$ cat config.mk
export PLATFORM = sky130hd
export DESIGN_NAME = bus_master
export DESIGN_NICKNAME = d
export VERILOG_FILES = /design/src/rtl/bus_master.sv
export SDC_FILE = /design/constraint.sdc
export NUM_CORES = 1
export LEC_CHECK = 0
export CAP_MARGIN = 15
export CORE_AREA = 2 2 166 87
export CTS_CLUSTER_DIAMETER = 50
export DETAILED_ROUTE_END_ITERATION = 6
export DIE_AREA = 0 0 168 89
export PLACE_DENSITY = 0.76
export SYNTH_ARGS = -nofsm -noshare
export SYNTH_HDL_FRONTEND = slang
export SYNTH_SLANG_ARGS = --single-unit
$ cat constraint.sdc
create_clock -name clk -period 2.2 [get_ports clk]
set_input_delay 0.66 -clock clk [delete_from_list [all_inputs] [get_ports clk]]
set_output_delay 0.66 -clock clk [all_outputs]
set_load 0.005 [all_outputs]
$ cat src/rtl/bus_master.sv
// bus_master: single-outstanding command master for split address/data
// channels. It takes one host command, runs the address and data handshakes
// in order, and presents exactly one response. A stalled handshake is
// abandoned after TIMEOUT cycles and reported through rsp_error.
module bus_master #(
  parameter int TIMEOUT = 1024
) (
  input  logic        clk,
  input  logic        n_rst,

  input  logic        cmd_valid,
  output logic        cmd_ready,
  input  logic        cmd_write,
  input  logic [31:0] cmd_addr,
  input  logic [31:0] cmd_wdata,

  output logic        rsp_valid,
  input  logic        rsp_ready,
  output logic        rsp_write,
  output logic        rsp_error,
  output logic [31:0] rsp_rdata,

  output logic        AWVALID,
  output logic [31:0] AWADDR,
  input  logic        AWREADY,

  output logic        WDVALID,
  output logic [31:0] WDATA,
  input  logic        WDREADY,

  output logic        ARVALID,
  output logic [31:0] ARADDR,
  input  logic        ARREADY,

  output logic        RDREADY,
  input  logic        RDVALID,
  input  logic [31:0] RDATA,

  output logic        busy,
  output logic [15:0] txn_count
);

  typedef logic [31:0] word_t;

  // The wait counter only has to count up to TIMEOUT-1.
  localparam int TMO_W = (TIMEOUT > 1) ? $clog2(TIMEOUT) : 1;
  localparam logic [TMO_W-1:0] TMO_LAST = TMO_W'(TIMEOUT - 1);

  typedef enum logic [2:0] {
    IDLE,
    WR_ADDR,
    WR_DATA,
    RD_ADDR,
    RD_DATA,
    RESP
  } state_t;

  state_t           state;
  state_t           state_n;

  logic [TMO_W-1:0] tmo_cnt;
  logic             tmo_hit;
  logic             tmo_run;

  // Command captured at acceptance; held for the whole transaction.
  word_t            addr_p0;
  word_t            wdata_p0;
  logic             write_p0;

  logic             accept;
  logic             rsp_load;
  logic             rsp_error_n;
  word_t            rsp_rdata_n;
  logic             rsp_done;

  // Saturating increment: the counter never wraps past the timeout point,
  // so a stall in one state cannot alias back to a small count.
  function automatic logic [TMO_W-1:0] tmo_sat_inc(input logic [TMO_W-1:0] v);
    logic [TMO_W-1:0] r;
    if (v == TMO_LAST) r = v;
    else               r = v + 1'b1;
    return r;
  endfunction

  // Channel outputs that are plain views of the captured command.
  assign AWADDR    = addr_p0;
  assign ARADDR    = addr_p0;
  assign WDATA     = wdata_p0;
  assign rsp_write = write_p0;

  // Next-state and per-state outputs; a transfer is checked before the
  // timeout so a READY arriving on the last allowed cycle still succeeds.
  always_comb begin
    state_n     = state;
    cmd_ready   = 1'b0;
    AWVALID     = 1'b0;
    WDVALID     = 1'b0;
    ARVALID     = 1'b0;
    RDREADY     = 1'b0;
    rsp_valid   = 1'b0;
    busy        = 1'b1;
    tmo_run     = 1'b0;
    accept      = 1'b0;
    rsp_load    = 1'b0;
    rsp_error_n = 1'b0;
    rsp_rdata_n = '0;
    rsp_done    = 1'b0;
    tmo_hit     = (tmo_cnt == TMO_LAST);

    case (state)
      IDLE: begin
        busy      = 1'b0;
        cmd_ready = 1'b1;
        if (cmd_valid) begin
          accept  = 1'b1;
          state_n = cmd_write ? WR_ADDR : RD_ADDR;
        end
      end

      WR_ADDR: begin
        AWVALID = 1'b1;
        tmo_run = 1'b1;
        if (AWREADY) begin
          state_n = WR_DATA;
        end else if (tmo_hit) begin
          // Abandoning the address phase skips the data phase entirely.
          state_n     = RESP;
          rsp_load    = 1'b1;
          rsp_error_n = 1'b1;
        end
      end

      WR_DATA: begin
        WDVALID = 1'b1;
        tmo_run = 1'b1;
        if (WDREADY) begin
          state_n  = RESP;
          rsp_load = 1'b1;
        end else if (tmo_hit) begin
          state_n     = RESP;
          rsp_load    = 1'b1;
          rsp_error_n = 1'b1;
        end
      end

      RD_ADDR: begin
        ARVALID = 1'b1;
        tmo_run = 1'b1;
        if (ARREADY) begin
          state_n = RD_DATA;
        end else if (tmo_hit) begin
          state_n     = RESP;
          rsp_load    = 1'b1;
          rsp_error_n = 1'b1;
        end
      end

      RD_DATA: begin
        RDREADY = 1'b1;
        tmo_run = 1'b1;
        if (RDVALID) begin
          state_n     = RESP;
          rsp_load    = 1'b1;
          rsp_rdata_n = RDATA;
        end else if (tmo_hit) begin
          state_n     = RESP;
          rsp_load    = 1'b1;
          rsp_error_n = 1'b1;
        end
      end

      RESP: begin
        rsp_valid = 1'b1;
        if (rsp_ready) begin
          state_n  = IDLE;
          rsp_done = 1'b1;
        end
      end

      default: begin
        state_n = IDLE;
      end
    endcase
  end

  // State register.
  always_ff @(posedge clk or negedge n_rst) begin
    if (!n_rst) state <= IDLE;
    else        state <= state_n;
  end

  // Wait counter: restarts on every state entry, counts while a handshake waits.
  always_ff @(posedge clk or negedge n_rst) begin
    if (!n_rst) begin
      tmo_cnt <= '0;
    end else if (tmo_run && (state_n == state)) begin
      tmo_cnt <= tmo_sat_inc(tmo_cnt);
    end else begin
      tmo_cnt <= '0;
    end
  end

  // Command capture at acceptance.
  always_ff @(posedge clk or negedge n_rst) begin
    if (!n_rst) begin
      addr_p0  <= '0;
      wdata_p0 <= '0;
      write_p0 <= 1'b0;
    end else if (accept) begin
      addr_p0  <= cmd_addr;
      wdata_p0 <= cmd_wdata;
      write_p0 <= cmd_write;
    end
  end

  // Response capture on entry to RESP; held until the host takes it.
  always_ff @(posedge clk or negedge n_rst) begin
    if (!n_rst) begin
      rsp_error <= 1'b0;
      rsp_rdata <= '0;
    end else if (rsp_load) begin
      rsp_error <= rsp_error_n;
      rsp_rdata <= rsp_rdata_n;
    end
  end

  // Completed-transaction counter, errored responses included; wraps freely.
  always_ff @(posedge clk or negedge n_rst) begin
    if (!n_rst)        txn_count <= '0;
    else if (rsp_done) txn_count <= txn_count + 16'd1;
  end

endmodule

==> key figures <==
Worst setup path
  – Crit path buf inv count: 2
  – CP peak stage delay: 430 ps
  – CP arrival: 1470 ps
  – Startpoint Class: flop
  – Crit path max fanout: 5
  – Worst EP required: 1540 ps
  – Slowest CP cell: dfrtp_2
  – CP Class: reg -> out
  – Crit path max-delay family: flip-flops
  – Worst setup EP type: output pin
  – Critical Path, Cell by Cell: or3_1 > inv_1 > dlygate4sd2_1

Timing
  – Max Transition Viols Final: 0
  – Slew margin rel.: ~73%
  – Hold Fails Final Rpt: 0
  – Period utilisation layout: 96.8%
  – Worst-Margin Slew: 395 ps
  – RSZ-0062 raised after global routing: no
  – Clock period minus worst slack: between 2000 and 2500 ps
  – Max Clock Skew: 10.9 ps
  – Max Freq: approximately 0.47 GHz
  – # setup viols final: 0

Power and ir drop
  – PD cells: ~1400 nW/µm²
  – Sw Pwr: 3.30 mW
  – Cell Int Power: around 8.7 mW
  – Clock share of power: 24.8%
  – Reg power frac: 33.1%
  – Lkg Pwr: roughly 3.7 nW
  – Switching share of power: 27.6%
  – Logic pwr share: 42.2%
  – Maximum vdd drop: 0.579 mV

Final layout
  – Fillers: 982
  – Post-layout util: 66.0%
  – Share of post-route cells with drive strength above 1: around a fifth
  – Register area: 3180 µm²
  – Nets@finish: roughly 770
  – Ant diodes: 0
  – Fin area: between 8000 and 9000 µm²
  – Area growth syn-to-layout: 62.8%
  – Multi-input logic area: 1890 µm²

Clock network
  – Latest clock arrival within the worst-skew pair: around 400 ps
  – Maximum clock insertion buffer count: 2
  – CTS tree: yes
  – Clock Root Buffer: clkbuf_16
  – Hold buffer count at CTS: 0
  – Clk slew on worst S/H paths: 60 ps
  – H-tree Lvls: 4
  – Sink Count: 127
  – CTS buffer count: 17

Worst hold path
  – HP Class: in -> async

Detailed routing
  – Final wirelength: 14900 µm
  – Vias per cell: a little under 5
  – Drc violations: 0
  – Routed vias: 4215
  – Antenna Nets Post-Route: 0
  – Initial DRC count: 177
  – Average wire per standard cell: ~17 µm
  – Initial DRT Pass Iterations: 5

Yosys
  – Synth warnings: 0
  – Cells after Synth: 408
  – Top cells by count, synth: dfrtp_1, mux2_2, buf_4
  – Yosys top cell by area: dfrtp_1
  – Synthesis-stage register bit count: 127
  – EDFF count, synth: 0
  – Mean post-synth cell area: 13.2 µm²
  – Seq/Total Area, Yosys: approximately three fifths
  – Count leader, synth: dfrtp_1
  – Ys flop type: dfrtp_1
  – Synth top area share: around 60%
  – Syn nets: 515
  – Post-Syn Area: approximately 5400 µm²
  – Yosys cell types: 44
  – Asr flop ratio synth: 100%
  – Area contributors post-synth: dfrtp_1, mux2_2, a22o_1, buf_4, xnor2_1

Floorplanning
  – Initial Utilization: 40.6%
  – Die Y-Extent: 89 µm
  – Row count: 30
  – Core ar.: ~13000 µm²
  – Die W: 168 µm
  – Die area: 15000 µm²
  – IO Pins: 258

Flow run
  – Number of max-cap violations: 0

Run status
  – Status: finished clean

Placement
  – Port bufs: between 200 and 300
  – Final Wtd Congestion: 0.808
  – Hpwl dp: about 11000 µm
  – Cell Area, Placed: 8140 µm²

GRT
  – Largest net degree at the start of global routing: 53
  – Initial antenna violation count: 0
  – First-pass GRT wire length: 22700 µm
  – Vias in the first global route: 4272
  – Global Route Usage Sum: around a fifth
  – GRT overflow: 0
==> area by class of cell <==
cell class	count	area share [%]
clock inverters	14	2.16
well taps	176	2.50
repair buffers	290	32.5
multi-input cells	224	21.5
inverters	5	0.213
flip-flops and latches	127	36.1
clock buffers	18	4.99
==> per-stage QoR <==
step	hold slack [ps]	cells	TNS (ps)	setup slack, ps	power, mW
floorplan	364	408	0	302	6.03
global placement	469	818	-6690	-212	8.91
detailed placement	481	818	-8840	-230	9.05
CTS	121	853	0	33.4	12.1
global route	123	854	0	11.7	12.6
finish	128	854	0	69.4	12.0
==> cell families after synthesis <==
kind of cell | after synthesis | share of synthesized area [%]
AOI/OAI and AO/OA | 54 | 8.63
DFF | 127 | 58.8
buffers and inverters | 57 | 6.55
xor gates and xnor gates | 16 | 2.59
muxes | 70 | 14.5
adders and majority gates | 2 | 0.463
and+or+nand+nor | 82 | 8.50
==> what timing repair did <==
item	in CTS	in global routing
pin swaps	2	1
setup endpoints to repair	7	2
gates resized for setup	11	1
buffers inserted	3	1
hold endpoints to repair	0	0
==> placed cells by master (no fill, tap or decap), types with 3 or more instances in the layout <==
cell,n
xnor2_1,13
and2_1,4
nor3_1,8
clkinv_2,3
mux2_2,65
and3_1,4
mux2i_1,5
nor3_2,3
buf_4,28
nor2_1,12
clkinvlp_4,5
a21oi_1,6
o22ai_1,3
xor2_1,3
buf_12,4
nand2_1,13
clkdlybuf4s50_1,249
nand3_1,12
inv_1,5
nand4_1,5
bufinv_16,4
dfrtp_1,125
clkbuf_16,17
a22o_1,32
dlygate4sd2_1,7
==> path summary, 6_finish.rpt <==
| kind | start | to | slack [ps] | cells after the start |
|---|---|---|---|---|
| min reg2reg | txn_count[12] | txn_count[12] | 490 | 1 |
| min | n_rst | tmo_cnt[0] | 130 | 1 |
| max in group asynchronous | n_rst | state[1] | 1480 | 2 |
| max | state[1] | cmd_ready | 70 | 3 |
| min in group clk | txn_count[12] | txn_count[12] | 490 | 1 |
| max reg2reg | tmo_cnt[0] | tmo_cnt[7] | 270 | 7 |
==> per-layer routing <==
metal	vias up	routed length (µm)	global-route usage, %
li1	1957	-	-
met5	-	0	0
met2	137	7820	35.3
met1	2093	5990	23.4
met3	28	688	4.43
met4	0	362	7.59
==> flip-flops by register name, indices dropped and copies added, names as in the netlist <==
register	count
ARADDR	32
WDATA	32
rsp_rdata	32
txn_count	16
tmo_cnt	10
state	3
rsp_error	1
rsp_write	1
==> power groups by stage <==
stage	Combinational [mW]	Clock (mW)	Sequential [mW]
finish	5.05	2.96	3.95
CTS	5.10	3.03	3.97
global route	5.38	3.13	4.10
detailed placement	5.07	0	3.98
global placement	4.97	0	3.94
floorplan	2.06	0	3.97
Note: power is estimated with default switching activity, not from simulation.
